<file path="config.mk">
export PLATFORM = sky130hd
export DESIGN_NAME = camac_read_sequencer_flat
export DESIGN_NICKNAME = d
export VERILOG_FILES = /design/src/rtl/camac_read_sequencer_if.sv /design/src/rtl/camac_read_sequencer.sv /design/src/flat_wrapper.sv
export SDC_FILE = /design/constraint.sdc
export NUM_CORES = 1
export LEC_CHECK = 0
export CELL_PAD_IN_SITES_DETAIL_PLACEMENT = 1
export CELL_PAD_IN_SITES_GLOBAL_PLACEMENT = 1
export CORE_MARGIN = 5
export CORE_UTILIZATION = 28
export DETAILED_ROUTE_END_ITERATION = 8
export GPL_ROUTABILITY_DRIVEN = 0
export HOLD_SLACK_MARGIN = 0.06
export PLACE_DENSITY = 0.68
export SLEW_MARGIN = 40
export SYNTH_ARGS = -nofsm -noshare
export SYNTH_HDL_FRONTEND = slang
export SYNTH_SLANG_ARGS = --single-unit
</file>
<file path="constraint.sdc">
create_clock -name isa_clk -period 1.9 [get_ports isa_clk]
set_clock_uncertainty 0.05 [all_clocks]
set_input_delay 0.38 -clock isa_clk [delete_from_list [all_inputs] [get_ports isa_clk]]
set_output_delay 0.38 -clock isa_clk [all_outputs]
set_load 0.05 [all_outputs]
</file>
<file path="src/rtl/camac_read_sequencer_if.sv">
// Bundle between the ISA register decode / CAMAC crate and the read sequencer.
// master = stimulus side (ISA decode plus crate model), slave = the sequencer.
interface camac_read_sequencer_if;
   logic        start;
   logic [4:0]  station;
   logic [3:0]  subaddr;
   logic [2:0]  func;
   logic        cb_prr;
   logic [15:0] cb_data_in;
   logic [11:0] cb_addr;
   logic        cb_cycle_n;
   logic        q_r;
   logic        isa_chrdy;
   logic        busy;
   logic [15:0] rd_data;
   logic        done;
   logic        timeout_err;
   logic        overrun;

   modport master (
      output start, station, subaddr, func, cb_prr, cb_data_in,
      input  cb_addr, cb_cycle_n, q_r, isa_chrdy, busy, rd_data, done,
             timeout_err, overrun
   );

   modport slave (
      input  start, station, subaddr, func, cb_prr, cb_data_in,
      output cb_addr, cb_cycle_n, q_r, isa_chrdy, busy, rd_data, done,
             timeout_err, overrun
   );
endinterface

</file>
<file path="src/rtl/camac_read_sequencer.sv">
// One CAMAC dataway read cycle: address setup, strobe until the crate answers
// (or the timeout expires), latch the read word, address hold, done pulse.
// Every output is a flop so the crate-side strobe cannot glitch.
module camac_read_sequencer #(
   parameter int SETUP_CYCLES   = 2,
   parameter int STROBE_CYCLES  = 4,
   parameter int TIMEOUT_CYCLES = 64,
   parameter int HOLD_CYCLES    = 1
) (
   input  logic isa_clk,
   input  logic isa_reset,
   camac_read_sequencer_if.slave bus
);

   localparam int M1   = (SETUP_CYCLES > STROBE_CYCLES) ? SETUP_CYCLES : STROBE_CYCLES;
   localparam int M2   = (M1 > HOLD_CYCLES) ? M1 : HOLD_CYCLES;
   localparam int MAXP = (M2 > TIMEOUT_CYCLES) ? M2 : TIMEOUT_CYCLES;
   localparam int CW   = $clog2(MAXP);

   localparam logic [CW-1:0] SETUP_LAST   = CW'(SETUP_CYCLES - 1);
   localparam logic [CW-1:0] STROBE_LAST  = CW'(STROBE_CYCLES - 1);
   localparam logic [CW-1:0] TIMEOUT_LAST = CW'(TIMEOUT_CYCLES - 1);
   localparam logic [CW-1:0] HOLD_LAST    = CW'(HOLD_CYCLES - 1);

   localparam logic [2:0] S_IDLE   = 3'd0;
   localparam logic [2:0] S_SETUP  = 3'd1;
   localparam logic [2:0] S_STROBE = 3'd2;
   localparam logic [2:0] S_LATCH  = 3'd3;
   localparam logic [2:0] S_ABORT  = 3'd4;
   localparam logic [2:0] S_HOLD   = 3'd5;
   localparam logic [2:0] S_DONE   = 3'd6;

   logic [2:0]    state_q, state_d;
   logic [CW-1:0] ph_cnt_q, ph_cnt_d;   // setup / hold phase length
   logic [CW-1:0] st_cnt_q, st_cnt_d;   // strobe length and timeout
   logic          prr_m_q, prr_s_q;
   logic [11:0]   cb_addr_q;
   logic [15:0]   rd_data_q;
   logic          cb_cycle_n_q, q_r_q, chrdy_q, busy_q, done_q;
   logic          tmo_q, ovr_q;
   logic          accept;

   assign accept = bus.start && (state_q == S_IDLE);

   // Next-state and counter logic; LATCH is tested first so a response that
   // arrives on the last timeout count still completes the read.
   always_comb begin
      state_d  = state_q;
      ph_cnt_d = ph_cnt_q;
      st_cnt_d = st_cnt_q;
      case (state_q)
         S_IDLE: begin
            if (bus.start) begin
               state_d  = S_SETUP;
               ph_cnt_d = '0;
            end
         end
         S_SETUP: begin
            if (ph_cnt_q == SETUP_LAST) begin
               state_d  = S_STROBE;
               ph_cnt_d = '0;
               st_cnt_d = '0;
            end else begin
               ph_cnt_d = ph_cnt_q + CW'(1);
            end
         end
         S_STROBE: begin
            if ((st_cnt_q >= STROBE_LAST) && !prr_s_q)
               state_d = S_LATCH;
            else if ((st_cnt_q == TIMEOUT_LAST) && prr_s_q)
               state_d = S_ABORT;
            else
               st_cnt_d = st_cnt_q + CW'(1);
         end
         S_LATCH, S_ABORT: begin
            state_d  = S_HOLD;
            ph_cnt_d = '0;
         end
         S_HOLD: begin
            if (ph_cnt_q == HOLD_LAST)
               state_d = S_DONE;
            else
               ph_cnt_d = ph_cnt_q + CW'(1);
         end
         S_DONE:  state_d = S_IDLE;
         default: state_d = S_IDLE;
      endcase
   end

   // State, synchronizer, datapath and registered outputs (decoded from state_d).
   always_ff @(posedge isa_clk) begin
      if (isa_reset) begin
         state_q      <= S_IDLE;
         ph_cnt_q     <= '0;
         st_cnt_q     <= '0;
         prr_m_q      <= 1'b1;
         prr_s_q      <= 1'b1;
         cb_addr_q    <= '0;
         rd_data_q    <= '0;
         cb_cycle_n_q <= 1'b1;
         q_r_q        <= 1'b1;
         chrdy_q      <= 1'b1;
         busy_q       <= 1'b0;
         done_q       <= 1'b0;
         tmo_q        <= 1'b0;
         ovr_q        <= 1'b0;
      end else begin
         state_q      <= state_d;
         ph_cnt_q     <= ph_cnt_d;
         st_cnt_q     <= st_cnt_d;
         prr_m_q      <= bus.cb_prr;
         prr_s_q      <= prr_m_q;
         cb_cycle_n_q <= !((state_d == S_STROBE) || (state_d == S_LATCH));
         q_r_q        <= (state_d == S_IDLE) || (state_d == S_DONE);
         chrdy_q      <= (state_d == S_IDLE) || (state_d == S_DONE);
         busy_q       <= (state_d != S_IDLE);
         done_q       <= (state_d == S_DONE);
         if (accept)
            cb_addr_q <= {bus.func, bus.subaddr, bus.station};
         if (state_q == S_LATCH)
            rd_data_q <= bus.cb_data_in;
         if (accept)
            tmo_q <= 1'b0;
         else if (state_q == S_ABORT)
            tmo_q <= 1'b1;
         if (bus.start && (state_q != S_IDLE))
            ovr_q <= 1'b1;
      end
   end

   assign bus.cb_addr     = cb_addr_q;
   assign bus.cb_cycle_n  = cb_cycle_n_q;
   assign bus.q_r         = q_r_q;
   assign bus.isa_chrdy   = chrdy_q;
   assign bus.busy        = busy_q;
   assign bus.rd_data     = rd_data_q;
   assign bus.done        = done_q;
   assign bus.timeout_err = tmo_q;
   assign bus.overrun     = ovr_q;

endmodule

</file>
<file path="src/flat_wrapper.sv">
// flat-port wrapper written by rule: the top's interface ports become plain ports
module camac_read_sequencer_flat 
#(
   parameter int SETUP_CYCLES   = 2,
   parameter int STROBE_CYCLES  = 4,
   parameter int TIMEOUT_CYCLES = 64,
   parameter int HOLD_CYCLES    = 1
)
  (isa_clk, isa_reset, bus_start, bus_station, bus_subaddr, bus_func, bus_cb_prr, bus_cb_data_in, bus_cb_addr, bus_cb_cycle_n, bus_q_r, bus_isa_chrdy, bus_busy, bus_rd_data, bus_done, bus_timeout_err, bus_overrun);
  camac_read_sequencer_if bus_i ();
  input  logic isa_clk;
  input  logic isa_reset;
  input wire logic [$bits(bus_i.start)-1:0] bus_start;
  input wire logic [$bits(bus_i.station)-1:0] bus_station;
  input wire logic [$bits(bus_i.subaddr)-1:0] bus_subaddr;
  input wire logic [$bits(bus_i.func)-1:0] bus_func;
  input wire logic [$bits(bus_i.cb_prr)-1:0] bus_cb_prr;
  input wire logic [$bits(bus_i.cb_data_in)-1:0] bus_cb_data_in;
  output wire logic [$bits(bus_i.cb_addr)-1:0] bus_cb_addr;
  output wire logic [$bits(bus_i.cb_cycle_n)-1:0] bus_cb_cycle_n;
  output wire logic [$bits(bus_i.q_r)-1:0] bus_q_r;
  output wire logic [$bits(bus_i.isa_chrdy)-1:0] bus_isa_chrdy;
  output wire logic [$bits(bus_i.busy)-1:0] bus_busy;
  output wire logic [$bits(bus_i.rd_data)-1:0] bus_rd_data;
  output wire logic [$bits(bus_i.done)-1:0] bus_done;
  output wire logic [$bits(bus_i.timeout_err)-1:0] bus_timeout_err;
  output wire logic [$bits(bus_i.overrun)-1:0] bus_overrun;
  assign bus_i.start = bus_start;
  assign bus_i.station = bus_station;
  assign bus_i.subaddr = bus_subaddr;
  assign bus_i.func = bus_func;
  assign bus_i.cb_prr = bus_cb_prr;
  assign bus_i.cb_data_in = bus_cb_data_in;
  assign bus_cb_addr = bus_i.cb_addr;
  assign bus_cb_cycle_n = bus_i.cb_cycle_n;
  assign bus_q_r = bus_i.q_r;
  assign bus_isa_chrdy = bus_i.isa_chrdy;
  assign bus_busy = bus_i.busy;
  assign bus_rd_data = bus_i.rd_data;
  assign bus_done = bus_i.done;
  assign bus_timeout_err = bus_i.timeout_err;
  assign bus_overrun = bus_i.overrun;
  camac_read_sequencer #(.SETUP_CYCLES(SETUP_CYCLES), .STROBE_CYCLES(STROBE_CYCLES), .TIMEOUT_CYCLES(TIMEOUT_CYCLES), .HOLD_CYCLES(HOLD_CYCLES)) u_core (.isa_clk(isa_clk), .isa_reset(isa_reset), .bus(bus_i));
endmodule
</file>
==> results.cfg, run 1 <==
[synthesis]
yosysSeqAreaShare_pct = 47.58
synth_async_sr_flop_share_pct = 0
synthesis_warnings = 0
synth_edf_count = 0
number_of_instances_in_the_synthesized_netlist = 261
synth.ff_latch_count = 51
post_syn_nets = 297
synthesis.area_um2 = 2146
synth-main-ff-cell = sky130_fd_sc_hd__dfxtp_1
synth.top_cells.by_area = sky130_fd_sc_hd__dfxtp_1 48%, sky130_fd_sc_hd__nand2_1 12%, sky130_fd_sc_hd__a21oi_1 9.8%, sky130_fd_sc_hd__nand3_1 2.6%, sky130_fd_sc_hd__ha_1 2.3%
synthesis.area_per_instance_um2 = 8.221
synth_top_area_share_pct = 47.58
post_synth_num_cell_types = 42
synth.largest_area_cell = sky130_fd_sc_hd__dfxtp_1
yosys.cell_count.top_type = sky130_fd_sc_hd__nand2_1
netlist_top_cells_count = 66 x sky130_fd_sc_hd__nand2_1, 51 x sky130_fd_sc_hd__dfxtp_1, 42 x sky130_fd_sc_hd__a21oi_1

[floorplan]
floorplan.core_area_um2 = 7607
die_width_um = 97.54
start_util_pct = 28.21
die_h_um = 97.54
core.rowCount = 32
dieArea_um2 = 9514
io_pins = 67

[clock_tree]
clock_tree_from_tritoncts = yes
ctsHtreeMaxLevel = 2
numClockSinks = 51
cts_inserted_buffers = 5
post_cts_setup_inserts = 0
cts-root-buf = sky130_fd_sc_hd__clkbuf_8
max-clock-path-buffers = 2
worst_skew_pair.late_latency_ps = 310
clk_pin_slew_worst_paths_ps = 100

[power_and_ir_drop]
seq_power_share_pct = 48.7
clock_power_share_pct = 33.8
pwr-share-comb_pct = 17.5
vdd.ir_drop.worst_v = 0.0002783
powerDensity_nw_per_um2 = 743.8
p_sw_share_pct = 27.65
static-leakage-power_nw = 1.198
power_report.internal_total_mw = 1.671
p_switching_uw = 638.3

[setup_path]
cp_bufs_invs = 1
worst_stage_delay_on_the_critical_path_ps = 790
cp_max_fo = 1
slowest_stage = sky130_fd_sc_hd__clkdlybuf4s50_1
worst_setup_path_start_kind = register
category_of_cells_accounting_for_the_largest_share_of_critical_path_delay = buffers and inverters
worstPathArrival_ps = 1420
crit_type = reg -> out
critical_path_cell_sequence = clkdlybuf4s50_1
worst-endpoint-required_ps = 1470
critPathCaptureType = primary output

[sta]
rsz0062_at_grt = false
fmaxAchievable_mhz = 540.5
finalHoldViolCount = 0
max_slew_margin_pct = 66.39
final.min_clock_period_ps = 1850
final_max_slew_viol_count = 0
fin_setup_tns_ps = 0
worst_pin_slew_ps = 503.4
final_min_period_over_clock_period_pct = 97.37
finalSetupViolCount = 0

[drt]
routed_wirelength_um = 6209
ant_nets = 0
detailed_routing_iteration_count_for_the_pre_antenna_repair_pass = 3
initial_drc_count = 74
drc = 0
drt-met1-wl_um = 2758
via_count = 2103
routed.top_layer = met4
met3_wirelength_um = 233
routed_wire_length_per_instance_um = 13.98
route.met2.wl_um = 3134
avgViaCountPerCell = 4.736

[min_path]
min-delay-path-class = reg -> reg

[finish]
layout.core_utilization_pct = 40.81
nNetsFinal = 377
fin_area_um2 = 3104
syn_to_final_growth_pct = 44.66
finalNonFillerCells = 444
nFillCells = 919
antenna-diode-count = 0
sequential_cell_area_um2 = 1022
drive_above_1_share_pct = 22.22
multi_input_comb_area_um2 = 1069

[flow_run]
number_of_maximum_capacitance_constraint_violations = 0

[global_routing]
gr-usage-all-layers_pct = 13.28
grt_max_degree = 19
grt_pass1_wl_um = 10630
antenna_found_initial = 0
grt-ovfl-total = 0
first_global_vias = 2215

[run_status]
outcome = finished, final reports clean

[place]
post-dp-hpwl_um = 4655
dpl_cell_area_um2 = 2953
placed_instances = 436
portBuffers = 66
[cells by family (layout without fill, tap and decap cells)]
family / count (synthesis) / count (layout) / share of synthesized area [%]
DFF: 51 / 51 / 47.58
adders and majority gates: 4 / 4 / 2.332
and+or+nand+nor: 120 / 120 / 27.00
AOI/OAI and AO/OA: 64 / 64 / 17.96
buffers and inverters: 20 / 101 / 4.198
muxes: 2 / 2 / 0.9330
[repair_timing]
item,in CTS,in global routing
pin swaps,0,1
resized for setup,2,8
hold buffers,0,0
cloned,0,0
setup endpoints to repair,2,10
[path summary, 6_finish.rpt]
kind	slack, ps	end	start	cells after the start
hold / removal	370	u_core.prr_s_q	u_core.prr_m_q	1
hold reg to reg	370	u_core.prr_s_q	u_core.prr_m_q	1
setup / recovery	50	bus_busy	u_core.bus.busy	1
setup reg to reg	120	u_core.st_cnt_q[4]	u_core.st_cnt_q[1]	5
[cell usage in the layout, fill, tap and decap left out, types with 2 or more instances in the layout]
master                            instances
sky130_fd_sc_hd__or4_1                    3
sky130_fd_sc_hd__clkdlybuf4s50_1         34
sky130_fd_sc_hd__nand3_1                 11
sky130_fd_sc_hd__a31oi_1                  2
sky130_fd_sc_hd__clkbuf_8                 5
sky130_fd_sc_hd__or2_2                    4
sky130_fd_sc_hd__dfxtp_1                 50
sky130_fd_sc_hd__o21ai_0                  2
sky130_fd_sc_hd__nand2_1                 66
sky130_fd_sc_hd__or3_1                    7
sky130_fd_sc_hd__inv_1                    5
sky130_fd_sc_hd__or3b_2                   2
sky130_fd_sc_hd__o31ai_1                  3
sky130_fd_sc_hd__nor2_1                   7
sky130_fd_sc_hd__nand2b_1                 4
sky130_fd_sc_hd__ha_1                     3
sky130_fd_sc_hd__a21oi_1                 41
sky130_fd_sc_hd__buf_4                   52
sky130_fd_sc_hd__and3_1                   2
sky130_fd_sc_hd__o211ai_1                 2
sky130_fd_sc_hd__nor2b_1                  3
sky130_fd_sc_hd__o32ai_1                  3
sky130_fd_sc_hd__mux2i_1                  2
sky130_fd_sc_hd__nor3b_1                  2
[flip-flops by register name (all words and copies together), names as in the netlist, 3 cells and up]
register,cells
u_core.st_cnt_q,6
u_core.bus.cb_addr,12
u_core.ph_cnt_q,6
u_core.bus.rd_data,16
u_core.state_q,3
[metal layers]
metal,vias up,global-route usage (%)
met2,36,22.98
li1,1063,-
met1,998,16.25
met5,-,0
met3,6,3.015
met4,0,4.260
[through the flow]
stage	hold slack [ps]	worst slack, ps	power [mW]
floorplan	339.5	141.5	1.372
CTS	373.0	10.83	2.334
global route	388.1	2.798	2.407
global placement	345.4	-135.5	1.545
finish	368.7	49.97	2.309
detailed placement	348.5	-209.7	1.553
[power groups by stage]
stage                     registers (mW)  clock network, mW  logic, mW
after floorplan                     1.24                  0      0.133
after global placement              1.15                  0      0.397
after detailed placement            1.15                  0      0.402
after CTS                           1.13              0.801      0.407
after global routing                1.13              0.840      0.437
final                               1.13              0.780      0.404
[area by class of cell]
type,instances,area share (%)
Multi-Input combinational cell,190,34.42
Tap cell,102,4.111
Sequential cell,51,32.93
Timing Repair Buffer,88,24.22
Clock inverter,3,1.491
Inverter,5,0.6046
Clock buffer,5,2.217
No activity file was read; power rests on OpenSTA's default activity.
==> run 2, diff against run 1 <==
--- a/config.mk
+++ b/config.mk
@@ -7,6 +7,7 @@
 export LEC_CHECK = 0
 export CELL_PAD_IN_SITES_DETAIL_PLACEMENT = 1
 export CELL_PAD_IN_SITES_GLOBAL_PLACEMENT = 1
+export CORE_ASPECT_RATIO = 1.75
 export CORE_MARGIN = 5
 export CORE_UTILIZATION = 28
 export DETAILED_ROUTE_END_ITERATION = 8
==> run 2 against run 1 <==
Register-to-register slack got worse by 60 ps. Final cell count fell by 3.4%. Critical path depth did not move. Via count barely moved. Sequential share of layout area fell by 0.39 points. Wire length fell by 0.81%. Sequential cell count did not move. Global-route usage fell by 0.18 points. First-iteration DRC count did not move. Total power rose by 12%. Combinational power fell by 1%. Clock power rose by 36%.
==> results.cfg, run 2 (same netlist as run 1, synthesis figures left out) <==
[place]
post-dp-hpwl_um = 4678
placed_instances = 421
portBuffers = 66

[global_routing]
grt_pass1_wl_um = 10390
grt.met1_usage_pct = 13.15
first_global_vias = 2249
grt-ovfl-total = 0
grt_max_degree = 29
global_route.peak_usage_layer = met2
antenna_found_initial = 0
grt_use_met2_pct = 25.15
gr-usage-all-layers_pct = 13.10
met3_usage_pct = 3.429

[clock_tree]
holdBufCountCts = 0
ctsHtreeMaxLevel = 2
cts_inserted_buffers = 5
clk_pin_slew_worst_paths_ps = 70
clock_tree_from_tritoncts = yes
worst_skew_pair.late_latency_ps = 290
cts-root-buf = sky130_fd_sc_hd__clkbuf_16
max-clock-path-buffers = 2
numClockSinks = 51

[power_and_ir_drop]
p_switching_uw = 651.0
clock_power_share_pct = 41.1
seq_power_share_pct = 43.4
power_report.internal_total_mw = 1.935
p_sw_share_pct = 25.17
vdd.ir_drop.worst_v = 0.0005706
powerDensity_nw_per_um2 = 824.1
static-leakage-power_nw = 1.208
pwr-share-comb_pct = 15.5
finalPower_mw = 2.586

[finish]
leading_cell_type_in_the_layout_fill_and_taps_excluded = sky130_fd_sc_hd__nand2_1
nNetsFinal = 376
antenna-diode-count = 0
number_of_flip_flops_under_the_largest_register_name = 16
commonest_non_fill_non_tap_cells_in_the_layout = 66 x sky130_fd_sc_hd__nand2_1, 51 x sky130_fd_sc_hd__buf_4, 51 x sky130_fd_sc_hd__dfxtp_1, 41 x sky130_fd_sc_hd__a21oi_1, 36 x sky130_fd_sc_hd__clkdlybuf4s50_1
layout.core_utilization_pct = 41.76
syn_to_final_growth_pct = 46.24
finalNonFillerCells = 429
drive_above_1_share_pct = 21.41

[drt]
initial_drc_count = 74
via_count = 2102
routed_wirelength_um = 6159
routed_wire_length_per_instance_um = 14.36
ant_nets = 0
avgViaCountPerCell = 4.900
drc = 0
detailed_routing_iteration_count_for_the_pre_antenna_repair_pass = 4

[sta]
finalSetupViolCount = 0
finalHoldViolCount = 0
max_slew_margin_pct = 66.71
final_min_period_over_clock_period_pct = 96.97
final_max_slew_viol_count = 0
fmaxAchievable_mhz = 542.8
worst_pin_slew_ps = 497.8
fin_setup_tns_ps = 0
final.min_clock_period_ps = 1842
fin_worst_hold_slack_ps = 364.4

[setup_path]
cp_max_fo = 2
critPathCaptureType = primary output
worst_stage_delay_on_the_critical_path_ps = 800
critical_path_cell_sequence = clkdlybuf4s50_1
crit_type = reg -> out
worst-endpoint-required_ps = 1470
slowest_stage = sky130_fd_sc_hd__clkdlybuf4s50_1
worstPathArrival_ps = 1410
worst_setup_path_start_kind = register
cp_bufs_invs = 1
category_of_cells_accounting_for_the_largest_share_of_critical_path_delay = buffers and inverters

[floorplan]
core.rowCount = 42
floorplan.core_area_um2 = 7515
io_pins = 67
start_util_pct = 28.55
die_h_um = 125.8
die_width_um = 76.18
dieArea_um2 = 9583

[run_status]
outcome = finished, final reports clean

[flow_run]
number_of_maximum_capacitance_constraint_violations = 0

[min_path]
min-delay-path-class = reg -> reg
[run 2: worst paths after layout]
path	start	end	slack (ps)	depth (start not counted)
setup / recovery	u_core.bus.q_r	bus_q_r	60	1
hold / removal	u_core.prr_m_q	u_core.prr_s_q	360	1
setup reg to reg	u_core.st_cnt_q[1]	u_core.st_cnt_q[4]	60	5
hold reg to reg	u_core.prr_m_q	u_core.prr_s_q	360	1
[run 2: cell type report]
cell class / count / area [um2]
timing repair buffer: 87 / 743.2
multi-input combinational: 190 / 1067
clock inverter: 2 / 38.79
sequential: 51 / 1021
clock buffer: 6 / 138.9
fill: 922 / 4377
tap: 88 / 110.1
inverter: 5 / 18.77
[run 2: what timing repair did]
item | CTS | global route
buffers inserted | 0 | 0
endpoints found under the hold margin | 0 | 0
resized for setup | 1 | 5
pin swaps | 0 | 0
setup endpoints to repair | 2 | 7
[run 2: through the flow]
stage,setup WS [ps],cell area (um2)
3_5_place_dp,-214.5,2928
2_1_floorplan,141.5,2146
5_1_grt,-21.31,3138
6_report,57.61,3138
3_3_place_gp,-216.4,2928
4_1_cts,35.70,3117
[run 2: power by group through the flow]
stage / logic, mW / clock network, mW / registers (mW)
after floorplan: 0.133 / 0 / 1.24
after global placement: 0.397 / 0 / 1.15
after detailed placement: 0.401 / 0 / 1.15
after CTS: 0.406 / 1.11 / 1.12
after global routing: 0.432 / 1.15 / 1.13
final: 0.400 / 1.06 / 1.12
[run 2: layer usage]
layer	share of wire [%]	vias to the layer above
li1	-	1060
met1	37	998
met2	57	38
met3	4.6	6
met4	2.0	0
met5	0	-
==> run 3, diff against run 2 <==
--- a/config.mk
+++ b/config.mk
@@ -13,7 +13,7 @@
 export DETAILED_ROUTE_END_ITERATION = 8
 export GPL_ROUTABILITY_DRIVEN = 0
 export HOLD_SLACK_MARGIN = 0.06
-export PLACE_DENSITY = 0.68
+export PLACE_DENSITY = 0.79
 export SLEW_MARGIN = 40
 export SYNTH_ARGS = -nofsm -noshare
 export SYNTH_HDL_FRONTEND = slang
==> run 3 against run 2 <==
Final cell count down 0.70%. Combinational power about the same. Worst setup slack improved by 3.5 ps. Core utilization fell by 0.27 points. Via count increased by 1.0%. Non-clock buffer count is 3 lower. First-iteration DRC count increased by 14%. Critical endpoint is now bus_isa_chrdy.
==> results.cfg, run 3 (same netlist as run 1, synthesis figures left out) <==
[sta]
final_min_period_over_clock_period_pct = 96.79
rsz0062_at_grt = false
final.min_clock_period_ps = 1839
finalSetupViolCount = 0
final_max_slew_viol_count = 0
max_slew_margin_pct = 65.57
worst_pin_slew_ps = 515.3
fmaxAchievable_mhz = 543.8
finalHoldViolCount = 0

[floorplan]
dieArea_um2 = 9583
die_h_um = 125.8
core.rowCount = 42
floorplan.core_area_um2 = 7515
start_util_pct = 28.55
io_pins = 67
die_width_um = 76.18

[drt]
via_count = 2124
initial_drc_count = 84
drc = 0
ant_nets = 0
avgViaCountPerCell = 4.986
routed_wirelength_um = 6473
detailed_routing_iteration_count_for_the_pre_antenna_repair_pass = 4
routed_wire_length_per_instance_um = 15.19

[clock_tree]
cts_resized = 0
post_cts_setup_inserts = 0
numClockSinks = 51
ctsHtreeMaxLevel = 2
clk_pin_slew_worst_paths_ps = 70
holdBufCountCts = 0
worst_skew_pair.late_latency_ps = 290
cts-root-buf = sky130_fd_sc_hd__clkbuf_16
clock_tree_from_tritoncts = yes
max-clock-path-buffers = 2
cts_inserted_buffers = 5

[power_and_ir_drop]
pwr-share-comb_pct = 15.7
static-leakage-power_nw = 1.190
powerDensity_nw_per_um2 = 826.0
p_sw_share_pct = 26.22
seq_power_share_pct = 43.6
finalPower_mw = 2.575
clock_power_share_pct = 40.7
p_switching_uw = 675.3
power_report.internal_total_mw = 1.900
vdd.ir_drop.worst_v = 0.0006224

[setup_path]
worst_r2r_endpoint = u_core.st_cnt_q[4]
category_of_cells_accounting_for_the_largest_share_of_critical_path_delay = buffers and inverters
r2r.worst_path.cells = 5
rr_startpoint = u_core.st_cnt_q[1]
setup.reg_to_reg.worst_slack_ps = 110
slowest_stage = sky130_fd_sc_hd__clkdlybuf4s50_1
worstPathArrival_ps = 1410
worst_setup_path_start_kind = register
critPathCaptureType = primary output
critical_path_cell_sequence = clkdlybuf4s50_1
cp_max_fo = 2
crit_type = reg -> out
cp_bufs_invs = 1
cell_depth_of_the_worst_setup_path = 1
worst_stage_delay_on_the_critical_path_ps = 800
worst-endpoint-required_ps = 1470

[global_routing]
first_global_vias = 2247
antenna_found_initial = 0
gr-usage-all-layers_pct = 13.59
grt_pass1_wl_um = 10690
grt_max_degree = 30
grt-ovfl-total = 0

[finish]
antenna-diode-count = 0
syn_to_final_growth_pct = 45.31
layout.core_utilization_pct = 41.49
sequential_cell_area_um2 = 1021
multi_input_comb_area_um2 = 1075
leading_cell_type_in_the_layout_fill_and_taps_excluded = sky130_fd_sc_hd__nand2_1
nNetsFinal = 373
fin_area_um2 = 3118
nFillCells = 913
number_of_flip_flops_under_the_largest_register_name = 16
commonest_non_fill_non_tap_cells_in_the_layout = 66 x sky130_fd_sc_hd__nand2_1, 51 x sky130_fd_sc_hd__dfxtp_1, 48 x sky130_fd_sc_hd__buf_4, 41 x sky130_fd_sc_hd__a21oi_1, 36 x sky130_fd_sc_hd__clkdlybuf4s50_1
drive_above_1_share_pct = 21.60

[flow_run]
number_of_maximum_capacitance_constraint_violations = 0

[place]
post-dp-hpwl_um = 4931
portBuffers = 66
dpl_cell_area_um2 = 2905

[min_path]
timing.hold.worst_endpoint = u_core.prr_s_q
min-delay-path-class = reg -> reg
number_of_cells_traversed_by_the_worst_hold_path = 1
worst_hold_startpoint = u_core.prr_m_q

[run_status]
outcome = finished, final reports clean
-- run 3: power by group through the flow --
| stage | Combinational, mW | Clock (mW) | Sequential (mW) |
|---|---|---|---|
| 3_5_place_dp | 0.400 | 0 | 1.15 |
| 3_3_place_gp | 0.390 | 0 | 1.15 |
| 6_report | 0.403 | 1.05 | 1.12 |
| 2_1_floorplan | 0.133 | 0 | 1.24 |
| 4_1_cts | 0.402 | 1.07 | 1.12 |
| 5_1_grt | 0.434 | 1.11 | 1.13 |
-- run 3: cell type report --
class                      count  area share [%]
clock buffer                   5           4.013
clock inverter                 3           1.525
multi-input combinational    190           34.47
timing repair buffer          84           23.11
inverter                       5          0.6019
sequential                    51           32.74
tap                           88           3.531
-- run 3: worst max path at each step --
| stage | start | to | slack [ps] |
|---|---|---|---|
| after CTS | u_core.ph_cnt_q[5] | u_core.ph_cnt_q[4] | 5 |
| final | u_core.bus.q_r | bus_isa_chrdy | 60 |
| after floorplan | u_core.st_cnt_q[0] | u_core.st_cnt_q[4] | 140 |
| after detailed placement | bus_start | u_core.bus.cb_addr[6] | -210 |
| after global placement | isa_reset | u_core.st_cnt_q[2] | -140 |
| after global routing | u_core.st_cnt_q[1] | u_core.st_cnt_q[4] | 8 |
-- run 3: layer usage --
| metal | global-route usage, % | part of all wire [%] |
|---|---|---|
| met5 | 0 | 0 |
| met4 | 6.797 | 3.4 |
| met3 | 2.286 | 3.5 |
| met2 | 26.62 | 58 |
| met1 | 13.25 | 36 |
-- run 3: through the flow --
step	std cells	TNS [ps]	hold slack [ps]	setup slack, ps
after floorplan	261	0	339.5	141.5
after global placement	418	-2170	352.6	-141.9
after detailed placement	418	-3294	352.5	-212.3
after CTS	426	0	369.5	5.478
after global routing	426	0	378.4	8.154
final	426	0	362.9	61.06
